## config.mk

```make
export PLATFORM = sky130hd
export DESIGN_NAME = da2_sample_feeder
export DESIGN_NICKNAME = d
export VERILOG_FILES = /design/src/rtl/da2_sample_feeder.sv
export SDC_FILE = /design/constraint.sdc
export NUM_CORES = 1
export LEC_CHECK = 0
export BUFFER_PORTS_ARGS = -buffer_cell sky130_fd_sc_hd__buf_2
export CAP_MARGIN = 20
export CORE_UTILIZATION = 54
export CTS_CLUSTER_DIAMETER = 50
export DETAILED_ROUTE_END_ITERATION = 10
export PLACE_DENSITY_LB_ADDON = 0.25
export SLEW_MARGIN = 20
export SYNTH_ARGS = -nofsm -noshare
export SYNTH_HDL_FRONTEND = slang
export SYNTH_SLANG_ARGS = --single-unit
```

## constraint.sdc

```tcl
create_clock -name clk_i -period 3 [get_ports clk_i]
set_clock_uncertainty 0.1 [all_clocks]
set_input_delay 0.6 -clock clk_i [delete_from_list [all_inputs] [get_ports clk_i]]
set_output_delay 0.6 -clock clk_i [all_outputs]
set_load 0.01 [all_outputs]
```

## src/rtl/da2_sample_feeder.sv

```systemverilog
// da2_sample_feeder
// Upstream stage of the Pmod DA2 SPI master. A producer hands 12-bit
// samples over a valid/ready port into a small FIFO. A programmable rate
// counter produces one tick per sample period. On each tick the sequencer
// pops one sample, or resends the last one when the FIFO is empty. It
// formats the sample as {2'b00, pd_mode, sample} and starts one SPI
// transfer.
//
// Ports:
//   clk_i        system clock (same domain as the SPI master)
//   rst_i        synchronous active-high reset
//   enable_i     run pacing; 0 stops new transfers after the current one
//   rate_div_i   sample period = rate_div_i + 1 cycles (minimum 63)
//   pd_mode_i    DA2 power-down bits, captured into the word at LOAD
//   clr_flags_i  one-cycle pulse clearing underrun_o / overrun_o
//   s_valid_i    producer sample valid
//   s_data_i     producer sample
//   s_ready_o    FIFO can accept a sample
//   spi_start_o  one-cycle start pulse to the SPI master
//   spi_data_o   16-bit word to the SPI master's data_in
//   spi_busy_i   SPI master busy
//   fifo_level_o FIFO occupancy, 0..FIFO_DEPTH
//   underrun_o   sticky: a tick found the FIFO empty
//   overrun_o    sticky: a tick arrived while a transfer was in flight
module da2_sample_feeder #(
    parameter int FIFO_DEPTH = 16,
    parameter int FIFO_AW    = 4
) (
    input  logic               clk_i,
    input  logic               rst_i,
    input  logic               enable_i,
    input  logic [15:0]        rate_div_i,
    input  logic [1:0]         pd_mode_i,
    input  logic               clr_flags_i,
    input  logic               s_valid_i,
    input  logic [11:0]        s_data_i,
    output logic               s_ready_o,
    output logic               spi_start_o,
    output logic [15:0]        spi_data_o,
    input  logic               spi_busy_i,
    output logic [FIFO_AW:0]   fifo_level_o,
    output logic               underrun_o,
    output logic               overrun_o
);

    typedef enum logic [2:0] {
        IDLE,
        LOAD,
        WAIT_BUSY,
        WAIT_DONE,
        GUARD
    } state_t;

    localparam logic [FIFO_AW:0] FullLevel = (FIFO_AW + 1)'(FIFO_DEPTH);

    state_t               state_q;
    logic [11:0]          mem_q [FIFO_DEPTH];
    logic [FIFO_AW-1:0]   wrPtr_q, wrPtr_d;
    logic [FIFO_AW-1:0]   rdPtr_q, rdPtr_d;
    logic [FIFO_AW:0]     level_q, level_d;
    logic [15:0]          rateCnt_q, rateCnt_d;
    logic [11:0]          lastSample_q;
    logic [15:0]          spiData_q;
    logic                 spiStart_q;
    logic                 underrun_q;
    logic                 overrun_q;
    logic                 tick;
    logic                 push;
    logic                 pop;
    logic                 loadEmpty;
    logic [11:0]          head;

    assign s_ready_o    = (level_q < FullLevel);
    assign push         = s_valid_i && s_ready_o;
    // The pop condition uses the registered level, so a sample pushed into
    // an empty FIFO cannot be popped in the same cycle.
    assign pop          = (state_q == LOAD) && (level_q != '0);
    assign loadEmpty    = (state_q == LOAD) && (level_q == '0);
    assign head         = mem_q[rdPtr_q];
    assign tick         = enable_i && (rateCnt_q == rate_div_i);

    assign spi_start_o  = spiStart_q;
    assign spi_data_o   = spiData_q;
    assign fifo_level_o = level_q;
    assign underrun_o   = underrun_q;
    assign overrun_o    = overrun_q;

    // The pointers wrap for free because FIFO_DEPTH is a power of two.
    always_comb begin
        wrPtr_d   = wrPtr_q + FIFO_AW'(push);
        rdPtr_d   = rdPtr_q + FIFO_AW'(pop);
        level_d   = level_q + (FIFO_AW + 1)'(push) - (FIFO_AW + 1)'(pop);
        rateCnt_d = rateCnt_q + 16'd1;
        if (!enable_i || tick) begin
            rateCnt_d = '0;
        end
    end

    always_ff @(posedge clk_i) begin
        if (push) begin
            mem_q[wrPtr_q] <= s_data_i;
        end
    end

    always_ff @(posedge clk_i) begin
        if (rst_i) begin
            state_q      <= IDLE;
            wrPtr_q      <= '0;
            rdPtr_q      <= '0;
            level_q      <= '0;
            rateCnt_q    <= '0;
            lastSample_q <= '0;
            spiData_q    <= '0;
            spiStart_q   <= 1'b0;
            underrun_q   <= 1'b0;
            overrun_q    <= 1'b0;
        end else begin
            wrPtr_q    <= wrPtr_d;
            rdPtr_q    <= rdPtr_d;
            level_q    <= level_d;
            rateCnt_q  <= rateCnt_d;
            spiStart_q <= 1'b0;

            case (state_q)
                IDLE: begin
                    if (tick) begin
                        state_q <= LOAD;
                    end
                end
                // With an empty FIFO the previous sample is resent, which
                // holds the DAC output level steady.
                LOAD: begin
                    if (pop) begin
                        lastSample_q <= head;
                        spiData_q    <= {2'b00, pd_mode_i, head};
                    end else begin
                        spiData_q    <= {2'b00, pd_mode_i, lastSample_q};
                    end
                    spiStart_q <= 1'b1;
                    state_q    <= WAIT_BUSY;
                end
                WAIT_BUSY: begin
                    if (spi_busy_i) begin
                        state_q <= WAIT_DONE;
                    end
                end
                WAIT_DONE: begin
                    if (!spi_busy_i) begin
                        state_q <= GUARD;
                    end
                end
                // One spare cycle lets the master settle back to idle
                // before it can see another start.
                GUARD: begin
                    state_q <= IDLE;
                end
                default: begin
                    state_q <= IDLE;
                end
            endcase

            // If a set event and a clear arrive together, the set wins.
            if (loadEmpty) begin
                underrun_q <= 1'b1;
            end else if (clr_flags_i) begin
                underrun_q <= 1'b0;
            end

            if (tick && (state_q != IDLE)) begin
                overrun_q <= 1'b1;
            end else if (clr_flags_i) begin
                overrun_q <= 1'b0;
            end
        end
    end

endmodule
```

### Word level (Yosys, flattened, before mapping)

Memory sizes are Yosys's and may differ from the RTL's. A register that Yosys moved wholly into a read port is not among the register bits.
Index checks and enable logic that the tools add are counted.

| cells by class | value |
|---|---|
| $add $sub $neg | 5 |
| equality and inequality tests | 7 |
| bitwise logic cells | 0 |
| shift operators | 0 |
| multiply operators | 0 |
| divide/modulo/power cells | 0 |
| magnitude comparators | 1 |
| muxes and demuxes | 12 |
| reductions and logical operators | 16 |

Operator list:

| kind | number |
|---|---|
| $add A16 B1 Y16 const B | 1 |
| $eq A16 B16 Y1 | 1 |
| $mux W12 | 1 |
| $pmux W3 S4 | 1 |
| $mux W3 | 3 |
| $add A4 B1 Y4 | 2 |
| $eq A3 B2 Y1 const B | 2 |
| $mux W1 | 6 |
| $ne A2 B2 Y1 const B | 3 |
| $add A5 B1 Y5 | 1 |
| $logic_and A1 B1 Y1 | 5 |
| $logic_not A5 Y1 | 1 |
| $lt A5 B5 Y1 const B | 1 |
| $reduce_bool A5 Y1 | 1 |
| $sub A5 B1 Y5 | 1 |
| $mux W4 | 1 |
| $reduce_bool A2 Y1 | 2 |
| $eq A3 B1 Y1 const B | 1 |
| $logic_not A3 Y1 | 1 |
| $reduce_and A3 Y1 | 1 |
| $reduce_bool A3 Y1 | 1 |
| $reduce_and A2 Y1 | 1 |
| $reduce_or A2 Y1 | 1 |
| $logic_not A1 Y1 | 1 |
| $logic_or A1 B1 Y1 | 1 |

| word-level totals | value |
|---|---|
| memory bits (writable) | 192 |
| bits in registers | 61 |
| input bits | 36 |
| memory bits (read-only) | 0 |
| logic and storage cells | 52 |
| bits in latches | 0 |
| memories kept | 1 |

Memories:

| memory | words | bits a word | read ports | clocked after memory_dff | write ports | line | text |
|---|---|---|---|---|---|---|---|
| mem_q | 16 | 12 | 1 | 1 | 1 | 57 | `logic [11:0] mem_q [FIFO_DEPTH];` |

### Longest topological paths before layout

| depth | value |
|---|---|
| depth in word-level cells | 4 |
| gate-level depth with buffers | 12 |
| depth with buffers taken out | 12 |

### Worst setup path before layout

Ideal clock, no wire load.

| timing path | value |
|---|---|
| kind | register -> register |
| start point | register level_q[3] (netlist: fifo_level_o[3]) |
| end point | register level_q[4] (netlist: fifo_level_o[4]) |
| path slack | 0.102 ns |
| setup time | 0.071 ns |
| cell stages (with the launch flop) | 13 |
| data arrival time | 2.728 ns |
| path buffers | 0 |
| required time | 2.829 ns |
| path through | dfxtp_1 > inv_1 > ha_1 > or4b_1 > and2_1 > ha_1 > inv_1 > ha_1 > fa_1 > a21oi_1 > nor2_1 > or3_1 > a21oi_1 |

| on the way | value |
|---|---|
| word-level cells in the longest chain between the ends | 4 |

Ends and longest elaborated chain:

| element | line | text |
|---|---|---|
| start, declared | 60 | `logic [FIFO_AW:0] level_q, level_d;` |
| start signal, assigned | 120 | `level_q <= level_d;` |
| $lt A5 B5 Y1 | 73 | `assign s_ready_o = (level_q < FullLevel);` |
| $logic_and A1 B1 Y1 | 74 | `assign push = s_valid_i && s_ready_o;` |
| $add A5 B1 Y5 | 92 | `level_d = level_q + (FIFO_AW + 1)'(push) - (FIFO_AW + 1)'(pop);` |
| $sub A5 B1 Y5 * | 92 |  |

Every way passes the cells marked *; elsewhere a longest branch is shown, timed or not.
A chain may end at the register's enable or synchronous reset.

### Worst setup path in the final report

| timing path | value |
|---|---|
| start point | register level_q[2] (netlist: fifo_level_o[2]) |
| end point | register level_q[4] (netlist: fifo_level_o[4]) |

The elaborated chain is that of the path after synthesis.

==> flow_metrics.tcl <==
set metrics [dict create \
    max-cap-violations 0 \
    max_freq_ghz 0.3467 \
    io_buffers 58 \
    synth_edf_count 192 \
    p_switching_w 0.001634 \
    hold_viol_final 0 \
    worstPathMaxFanout 3 \
    ys_ff_latch 253 \
    top_layer "met4" \
    setup_violations 0 \
    dp_cells 878 \
    cts_buffers 29 \
    synth-simple-area-share_pct 5.913 \
    dr.pass1.iters 7 \
    start_kind "flip-flop" \
    synthMuxAreaShare_pct 13.20 \
    maxSlewViolCount 0 \
    synth_top_area_share_pct 57.60 \
    setup-tns-final_ns 0 \
    ir_worst_vdd_mv 0.5812 \
    grt_pass1_wl_mm 31.71 \
    wl_met2_mm 10.17 \
    period_share_pct 96.13 \
    total_power_w 0.007724 \
    chipWidth_um 138.2 \
    multiInputGateArea_um2 2875 \
    dpl.hpwl_mm 13.09 \
    outcome "complete, but fails checks" \
    yosys_warnings 0 \
    fp-row-count 49 \
    met3_length_mm 1.277 \
    cts_root_buffer "clkbuf_16" \
    postSynthAreaPerCell_um2 17.29 \
    clk_pin_slew_ns 0.06 \
    combinationalPowerShare_pct 6.5 \
    crit_type "flip-flop to flip-flop" \
    pre_cts_ws_ns -0.003546 \
    core_area_um2 18090 \
    utilization_pct 64.94 \
    layout_common_cells "192 x edfxtp_1, 59 x dfxtp_1, 58 x buf_2" \
    wire_per_inst_um 21.91 \
    nets 729 \
    ys_seq_area_share_pct 69.80 \
    final_common_cell "edfxtp_1" \
    min_period_ns 2.884 \
    hold_path.class "input pin to flip-flop" \
    p_per_area_nw_per_um2 657.6 \
    seq_area_um2 6992 \
    end_kind "flip-flop" \
    synth_compound_area_share_pct 4.688 \
    slew_headroom_pct 63.53 \
    finalWirelength_mm 20.44 \
    p_int_w 0.006090 \
    synth_ff_type "edfxtp_1" \
    htreeDepth 1 \
    m1WireLength_mm 8.588 \
    drc_errors 8 \
    ioPinCount 61 \
    clock-sinks 253 \
    grt_max_degree 36 \
    nFillCells 1245 \
    antenna_found_initial 1 \
    synth_top_family_by_area "multiplexers" \
    ctsLongestPathBuffers 3 \
    clk_latency_ns 0.52 \
    crit_required_ns 3.36 \
    drive_above_1_share_pct 30.01 \
    pwr-share-seq_pct 50.6 \
    grtUsageTotal_pct 22.05 \
    power_leakage_nw 4.062 \
    syn_area_um2 10010 \
    vias 5543 \
    yosysUniqueCellTypes 48 \
    drtAntennaViolNets 0 \
    violations "DRC" \
    synthAdderAreaFrac_pct 1.575 \
    layoutNonFillerInstCount 933 \
    place_congestion 0.7664 \
    grt_pass1_vias 5568 \
    first_iter_violations 406 \
    cts_tree "yes" \
    start_util_pct 55.34 \
    die-height_um 138.2 \
    synth_top_area_cell "edfxtp_1" \
    switching_share_pct 21.16 \
    gr-total-overflow 0 \
    dieArea_um2 19090 \
    clockPowerShare_pct 43.0 \
    vias_per_cell 5.941 \
    worstMarginPinSlew_ns 0.5470 \
    setup_slack_ns 0.1160 \
    async_reset_ff_share_pct 0 \
    synth.area.top_cells "edfxtp_1 58%, dfxtp_1 12%, mux4_2 11%, mux2i_1 2.4%, xnor2_1 1.8%" \
    syn2layout_area_growth_pct 17.34 \
    synth_cells 579 \
    worstPathArrival_ns 3.25 \
    synth_xor_area_share_pct 2.887 \
]
-- power groups by stage --
stage,registers [W],logic [W],clock network (W)
finish,0.00391,0.000500,0.00332
global route,0.00391,0.000554,0.00352
CTS,0.00391,0.000478,0.00338
detailed placement,0.00398,0.000474,0
global placement,0.00397,0.000459,0
floorplan,0.00398,0.000260,0
-- final timing paths --
kind                   startpoint               to  slack [ns]  depth (start not counted)
setup reg to reg  fifo_level_o[2]  fifo_level_o[4]        0.12                         12
hold / removal              rst_i      spi_start_o        0.20                          2
setup / recovery  fifo_level_o[2]  fifo_level_o[4]        0.12                         12
hold reg to reg   lastSample_q[7]  lastSample_q[7]        0.35                          1
-- worst max-delay path, stage by stage, from the launching register on --
cell     delay (ns)
dfxtp_1        0.33
inv_1          0.08
ha_1           0.13
or4b_4         0.46
and2_4         0.17
ha_1           0.26
inv_1          0.04
ha_2           0.18
fa_2           0.38
a21oi_2        0.15
nor2_1         0.06
or3_1          0.36
a21oi_2        0.13
-- stage by stage --
stage | hold slack (ns) | cell area (µm²)
4_1_cts | 0.1828 | 11720
5_1_grt | 0.1969 | 11750
3_3_place_gp | 0.3341 | 10800
2_1_floorplan | 0.3274 | 10010
6_report | 0.1990 | 11750
3_5_place_dp | 0.3429 | 10800
-- flip-flops by register name (all words and copies together), names as in the netlist --
register,flops
spi_data_o,14
mem_q,192
lastSample_q,12
underrun_o,1
rateCnt_q,16
state_q,3
fifo_level_o,5
spi_start_o,1
wrPtr_q,4
rdPtr_q,4
overrun_o,1
-- cell usage after synthesis, types with 5 or more instances --
cell type    n
nor2_1      24
nor2b_1      7
nand4_1      7
edfxtp_1   192
mux4_2      48
a21o_1      15
o21bai_1    12
buf_4        5
o22ai_1     12
buf_2        8
nor3_1      16
clkbuf_1    13
dfxtp_1     61
a22oi_1     12
ha_1        11
xor2_1      12
mux2i_1     24
xnor2_1     21
a21oi_1      6
nand3_1     10
nand2_1     10
inv_1        8
-- logic make-up after synthesis --
| family | after synthesis |
|---|---|
| adders and majority gates | 12 |
| and+or+nand+nor | 102 |
| AOI/OAI and AO/OA | 67 |
| other | 1 |
| xor gates and xnor gates | 33 |
| DFF | 253 |
| muxes | 72 |
| buffers and inverters | 39 |
-- cell type report --
cell class,count,share of cell area [%]
Sequential cell,253,59.53
Multi-Input combinational cell,288,24.48
Clock buffer,44,7.095
Timing Repair Buffer,101,5.433
Tap cell,229,2.440
Clock inverter,9,0.7457
Inverter,8,0.2557
Antenna cell,1,0.02131
-- layer usage --
layer / GRT usage, % / up-vias
met5: 0 / -
li1: - / 2483
met3: 2.702 / 30
met1: 30.07 / 2824
met2: 37.67 / 206
met4: 6.505 / 0
-- repair_timing --
item,in CTS,in global routing
pin swaps,0,1
buffers inserted,0,1
endpoints found under the setup margin,1,1
hold buffers,0,0
gates resized for setup,1,5
Note: power is estimated with default switching activity, not from simulation.
